$ cat config.mk
export PLATFORM = sky130hd
export DESIGN_NAME = bcd_seconds_counter
export DESIGN_NICKNAME = d
export VERILOG_FILES = /design/src/rtl/bcd_seconds_counter.sv
export SDC_FILE = /design/constraint.sdc
export NUM_CORES = 1
export LEC_CHECK = 0
export ABC_AREA = 0
export CAP_MARGIN = 15
export CORE_MARGIN = 3
export CORE_UTILIZATION = 30
export CTS_BUF_LIST = sky130_fd_sc_hd__clkbuf_16
export CTS_CLUSTER_DIAMETER = 80
export DETAILED_ROUTE_END_ITERATION = 16
export GPL_ROUTABILITY_DRIVEN = 0
export GPL_TIMING_DRIVEN = 0
export PLACE_DENSITY = 0.5
export SLEW_MARGIN = 10
export SYNTH_ARGS = -nofsm -noshare
export SYNTH_HDL_FRONTEND = slang
export SYNTH_SLANG_ARGS = --single-unit
$ cat constraint.sdc
create_clock -name clk_i -period 3.3 [get_ports clk_i]
set_clock_uncertainty 0.1 [all_clocks]
set_input_delay 0.33 -clock clk_i [delete_from_list [all_inputs] [get_ports clk_i]]
set_output_delay 0.33 -clock clk_i [all_outputs]
set_load 0.02 [all_outputs]
$ cat src/rtl/bcd_seconds_counter.sv
// Seconds timebase and BCD seconds counter (00-59).
// A prescaler divides clk_i down to one second event per CLK_DIV cycles. Each
// event, or a manual inc_i pulse, advances the two BCD digits. tick_o and
// carry_o are registered pulses that are high in the cycle the new digits show.
module bcd_seconds_counter #(
  parameter int unsigned CLK_DIV = 50_000_000
) (
  input  logic       clk_i,
  input  logic       rst_ni,
  input  logic       run_i,
  input  logic       clear_i,
  input  logic       load_i,
  input  logic [3:0] load_ones_i,
  input  logic [2:0] load_tens_i,
  input  logic       inc_i,
  output logic [3:0] bcd_ones_o,
  output logic [2:0] bcd_tens_o,
  output logic       blink_o,
  output logic       tick_o,
  output logic       carry_o
);

  localparam int unsigned CntW = (CLK_DIV > 2) ? $clog2(CLK_DIV) : 1;
  localparam logic [CntW-1:0] CntMax  = CntW'(CLK_DIV - 1);
  localparam logic [CntW-1:0] CntHalf = CntW'(CLK_DIV / 2);

  logic [CntW-1:0] div_cnt_q, div_cnt_d;
  logic [3:0]      ones_q, ones_d;
  logic [2:0]      tens_q, tens_d;
  logic            blink_q, blink_d;
  logic            tick_q, tick_d;
  logic            carry_q, carry_d;
  logic            sec_evt;
  logic            advance;

  // Prescaler only reaches its terminal count while running, so a paused
  // counter never fires an event.
  assign sec_evt = run_i && (div_cnt_q == CntMax);
  assign advance = sec_evt || inc_i;

  // Next-state: clear beats load beats advance; tick/carry default low.
  always_comb begin
    div_cnt_d = div_cnt_q;
    ones_d    = ones_q;
    tens_d    = tens_q;
    tick_d    = 1'b0;
    carry_d   = 1'b0;
    blink_d   = run_i ? (div_cnt_q < CntHalf) : 1'b1;

    // inc_i alone leaves the prescaler phase untouched.
    if (run_i) begin
      div_cnt_d = sec_evt ? '0 : div_cnt_q + 1'b1;
    end

    if (clear_i) begin
      div_cnt_d = '0;
      ones_d    = '0;
      tens_d    = '0;
    end else if (load_i) begin
      div_cnt_d = '0;
      // Each digit is range-checked on its own; illegal BCD loads as zero.
      ones_d    = (load_ones_i > 4'd9) ? 4'd0 : load_ones_i;
      tens_d    = (load_tens_i > 3'd5) ? 3'd0 : load_tens_i;
    end else if (advance) begin
      tick_d = 1'b1;
      if (ones_q == 4'd9) begin
        ones_d = 4'd0;
        if (tens_q == 3'd5) begin
          tens_d  = 3'd0;
          carry_d = 1'b1;
        end else begin
          tens_d = tens_q + 3'd1;
        end
      end else begin
        ones_d = ones_q + 4'd1;
      end
    end
  end

  // State and registered outputs, cleared asynchronously.
  always_ff @(posedge clk_i or negedge rst_ni) begin
    if (!rst_ni) begin
      div_cnt_q <= '0;
      ones_q    <= '0;
      tens_q    <= '0;
      blink_q   <= 1'b0;
      tick_q    <= 1'b0;
      carry_q   <= 1'b0;
    end else begin
      div_cnt_q <= div_cnt_d;
      ones_q    <= ones_d;
      tens_q    <= tens_d;
      blink_q   <= blink_d;
      tick_q    <= tick_d;
      carry_q   <= carry_d;
    end
  end

  assign bcd_ones_o = ones_q;
  assign bcd_tens_o = tens_q;
  assign blink_o    = blink_q;
  assign tick_o     = tick_q;
  assign carry_o    = carry_q;

endmodule

# Word level (Yosys, flattened, before mapping)
# Index checks and enable logic that the tools add are counted.
op_classes:
  n_addsub: 3
  muxes: 24
  n_lt_le_gt_ge: 3
  n_reduce_logical: 6
  n_eq_ne: 3
ops:
  columns: ["op", "count"]
  rows:
  - ["2-to-1 mux 26 bit", 4]
  - ["adder 26 x 1 -> 26 bit, second input constant", 1]
  - ["equality test 26 bit, second input constant", 1]
  - ["less-than comparator 26 x 25 -> 1 bit, second input constant", 1]
  - ["2-to-1 mux 4 bit", 5]
  - ["2-to-1 mux 3 bit", 6]
  - ["2-to-1 mux 1 bit", 9]
  - ["nonzero test 3 bit", 3]
  - ["adder 4 x 1 -> 4 bit, second input constant", 1]
  - ["equality test 4 bit, second input constant", 1]
  - ["greater-than comparator 4 bit, second input constant", 1]
  - ["adder 3 x 1 -> 3 bit, second input constant", 1]
  - ["equality test 3 bit, second input constant", 1]
  - ["greater-than comparator 3 bit, second input constant", 1]
  - ["AND reduction 2 bit", 1]
  - ["logical AND 1 bit", 1]
  - ["logical OR 1 bit", 1]
word_totals:
  word_cells: 45
  inputBits: 13
  regBits: 36
  out_inout_bits: 10

# Logic depth before layout (Yosys ltp)
logic_depth:
  word_depth: 6
  ltp_mapped: 7
  ltp_nobuf: 7

# Least setup slack after synthesis
# Ideal clock, no wire load.
synth_timing:
  path_type: "reg-to-reg"
  startpoint: "register div_cnt_q[9]"
  endpoint: "register ones_q[1] (netlist: bcd_ones_o[1])"
  path_slack_ns: 0.952
  setup_time_ns: 0.125
  path_buffers: 1
  stages_incl_launch_ff: 7
  arrival_time_ns: 2.123
  path_cell_list: "dfrtp_1 -> buf_6 -> or4_4 -> or4_4 -> o21ai_4 -> nor2_2 -> mux2_4"
synth_between:
  elab_chain_cells: 4
synth_lines:
  columns: ["item", "line_no", "rtl"]
  rows:
  - ["start: declaration", "27", "logic [CntW-1:0] div_cnt_q, div_cnt_d;"]
  - ["start signal: assignment", "90", "div_cnt_q <= div_cnt_d;"]
  - ["equality test 26 bit", "38", "assign sec_evt = run_i && (div_cnt_q == CntMax);"]
  - ["logical AND 1 bit", "38", null]
  - ["logical OR 1 bit", "39", "assign advance = sec_evt || inc_i;"]
  - ["nonzero test 3 bit (no source line)", null, null]
  - ["end signal: assignment", "91", "ones_q <= ones_d;"]
  - ["end: declaration", "28", "logic [3:0] ones_q, ones_d;"]
# No other way between the ends.
# A chain may end at the register's enable or synchronous reset.

# Worst setup path in the final report
# Same ends and word-level chain as after synthesis.

==> results.txt <==
Xor/xnor share of the synthesized area: 8.16%
Net Count, Synth: 251
Max stage delay on crit path: 570 ps
Clock tree buffer depth: 2
Vias post-DR: 1844
Drt first pass iters: 4
Synth Area in Adders: 1.75%
CTS tree: done
Setup-failing EPs final: 0
Port Buf Inserts: 20
Row count: 30
Seq cells post-synth: 36
Gr usage total: 13.8%
TNS Setup: 0 ps
Filler cells: 698
Mapped Cells: 235
Number of synthesized flops with an enable pin: 0
Largest net degree at the start of global routing: 20
Die Wd: 90.6 um
Max_cap viols: 0
Simple-Gate Fraction of Synth Area: 31.8%
Crit-path max FO: 9
Slack of the critical path: 772 ps
GRT overflow: 0
Peak Freq: 0.396 GHz
Vias per cell: 5.12
Initial DRC Count: 72
Mapped cell area: 2150 um^2
Area delta synth->final: 22.6%
Drt wl/cell: 14.6 um
Status: complete, no violations
Multiplexer share of the synthesized area: 2.33%
Chip height: 90.6 um
CP top delay family: simple AND/OR/NAND/NOR gates
First-pass GRT wire length: 9.16 mm
Die Area: 8200 um^2
Worst VDD drop: 0.170 mV
Root Buffer: clkbuf_16
Slowest stage cell on the critical path: or4_4
Top FF cell, synth: dfrtp_1
TritonCTS buffer count: 5
Synth Area in Compound Gates: 10.9%
Yosys cell types: 49
Crit start category: flop
Nets@finish: 280
Worst Path Arrival: 2590 ps
# diodes: 0
CTS H-tree lvls: 2
Clock Sinks: 36
Buffers and inverters on the worst path: 1
Dpl ws: 620 ps
Slew of the pin with the lowest slew margin: 1060 ps
P per Cell Area: 376 nW/um^2
Post-route minimum period: 2530 ps
Largest family of logic cells by synthesized area: simple AND/OR/NAND/NOR gates
Final period util: 76.6%
Leakage: 0.00102 uW
Unrepaired setup endpoints after global routing: false
Fin. Hold Viols: 0
Post-DRT Antenna Nets: 0
Total Routed Length: 5.26 mm
Postcts setup bufs: 0
Synth warn: 0
Initial antenna violation count: 0
Ys async rst share: 100%
I/O pin count: 23
Worst Path Required: 3360 ps
Initial Utilization: 31.2%
Crit path kind: reg -> reg
Dpl hpwl: 3.96 mm
CP dominant cell by count: or4_4
Min-delay worst type: reg -> reg
Sequential cell area fraction in the yosys report: 42.0%
Max-slew violation count: 0
Worst path cell trace: buf_6 > or4_4 > or4_4 > o21ai_4 > nor2_2 > mux2_4
Vias in the first global route: 1902
Core area: 6870 um^2
Max-slew headroom: 28.2%
CP Capture Type: flop
Layout cells sized above 1: 9.09%
Syn_area_per_cell: 9.13 um^2
Clock Latency Late Sink: 280 ps
# DRC: 0
Clock-pin transition on the worst setup and hold timing paths: 50 ps
==> synthesized netlist by cell type (2+ instances only) <==
cell	count	share of area, %
o21ai_0	9	2.1
mux2_4	2	1.4
a21oi_1	6	1.4
buf_6	2	1.0
a211oi_1	2	0.70
clkbuf_1	4	0.70
or4_4	4	2.1
o211ai_1	2	0.70
a31oi_1	5	1.5
nand4_1	16	4.7
xnor2_1	5	2.0
ha_1	3	1.7
nor2_1	31	5.4
or3_1	3	0.87
nor3b_1	4	1.4
dfrtp_1	36	42
nand2_1	25	4.4
nand3_1	9	2.1
xor2_1	15	6.1
inv_1	5	0.87
nor4_1	4	1.2
nand4b_1	2	0.82
and3_1	4	1.2
nand3b_1	3	1.0
or4_1	4	1.4
or2_2	2	0.58
mux2i_1	2	0.93
nor3_1	4	0.93
nand2b_1	2	0.58
==> metal layers <==
layer  GRT usage (%)  wire, um
met2            22.2      2450
met5               0         0
met1            17.8      2560
met4            5.87       130
met3            2.83       108
==> timing repair <==
action	in CTS	in global routing
endpoints found under the hold margin	17	0
gates resized for setup	0	0
hold buffers	1	0
==> metrics by stage <==
stage / cell area, um^2 / instances / hold slack, ps / power [uW] / utilization [%]
after global placement: 2470 / 351 / 403 / 556 / 35.9
after CTS: 2630 / 360 / 418 / 1000 / 38.3
after detailed placement: 2490 / 352 / 205 / 561 / 36.2
final: 2630 / 360 / 424 / 989 / 38.3
after floorplan: 2150 / 235 / -65.6 / 509 / -
after global routing: 2630 / 360 / 462 / 1030 / 38.3
==> sequential cells by signal, summed over array words and instances, names as in the netlist <==
name        flops
bcd_ones_o      4
bcd_tens_o      3
blink_o         1
carry_o         1
div_cnt_q      26
tick_o          1
==> layout by cell type, fill, tap and decap left out, drive strengths merged, types with 3 or more instances in the layout <==
master,Yosys,final
a21oi,6,6
a31oi,5,5
and3,5,5
buf,3,5
clkbuf,4,9
clkdlybuf4s50,0,19
clkinv,1,3
dfrtp,36,36
ha,3,3
inv,5,5
nand2,25,25
nand3,9,9
nand3b,3,3
nand4,17,17
nor2,32,32
nor3,4,4
nor3b,4,4
nor4,4,4
o21ai,10,10
or3,3,3
or4,8,8
xnor2,5,5
xor2,15,15
==> area by class of cell <==
type	count	area, um^2	area share, %
flip-flops and latches	36	901	34.2
well taps	96	120	4.56
clock inverters	2	7.51	0.285
plain buffers	7	42.5	1.62
repair buffers	22	233	8.84
clock buffers	5	125	4.76
multi-input cells	186	1180	44.8
inverters	6	22.5	0.856
==> logic make-up (layout without fill, tap and decap cells) <==
logic type | count (synthesis) | after routing
mux | 4 | 4
compound gates | 34 | 34
buf+inv | 13 | 42
flops | 36 | 36
xor+xnor | 20 | 20
fa+ha+maj | 3 | 3
simple gates | 125 | 125
==> report_power, final <==
group / internal [uW] / switching [uW]
sequential: 448 / 9.27
combinational: 42.7 / 52.4
clock: 270 / 167
total: 760 / 228
==> worst paths after layout <==
| check | startpoint | to | slack, ps | cells past startpoint |
|---|---|---|---|---|
| setup / recovery | div_cnt_q[9]$_DFFE_PN0P_ | bcd_ones_o[1]$_DFFE_PN0P_ | 770 | 6 |
| hold / removal | div_cnt_q[21]$_DFFE_PN0P_ | div_cnt_q[21]$_DFFE_PN0P_ | 420 | 1 |
| setup reg to reg | div_cnt_q[9]$_DFFE_PN0P_ | bcd_ones_o[1]$_DFFE_PN0P_ | 770 | 6 |
| hold reg to reg | div_cnt_q[21]$_DFFE_PN0P_ | div_cnt_q[21]$_DFFE_PN0P_ | 420 | 1 |
| max in group asynchronous | rst_ni | div_cnt_q[3]$_DFFE_PN0P_ | 2230 | 3 |
| min in group asynchronous | rst_ni | carry_o$_DFF_PN0_ | 430 | 2 |
(Power assumes the default switching activity.)
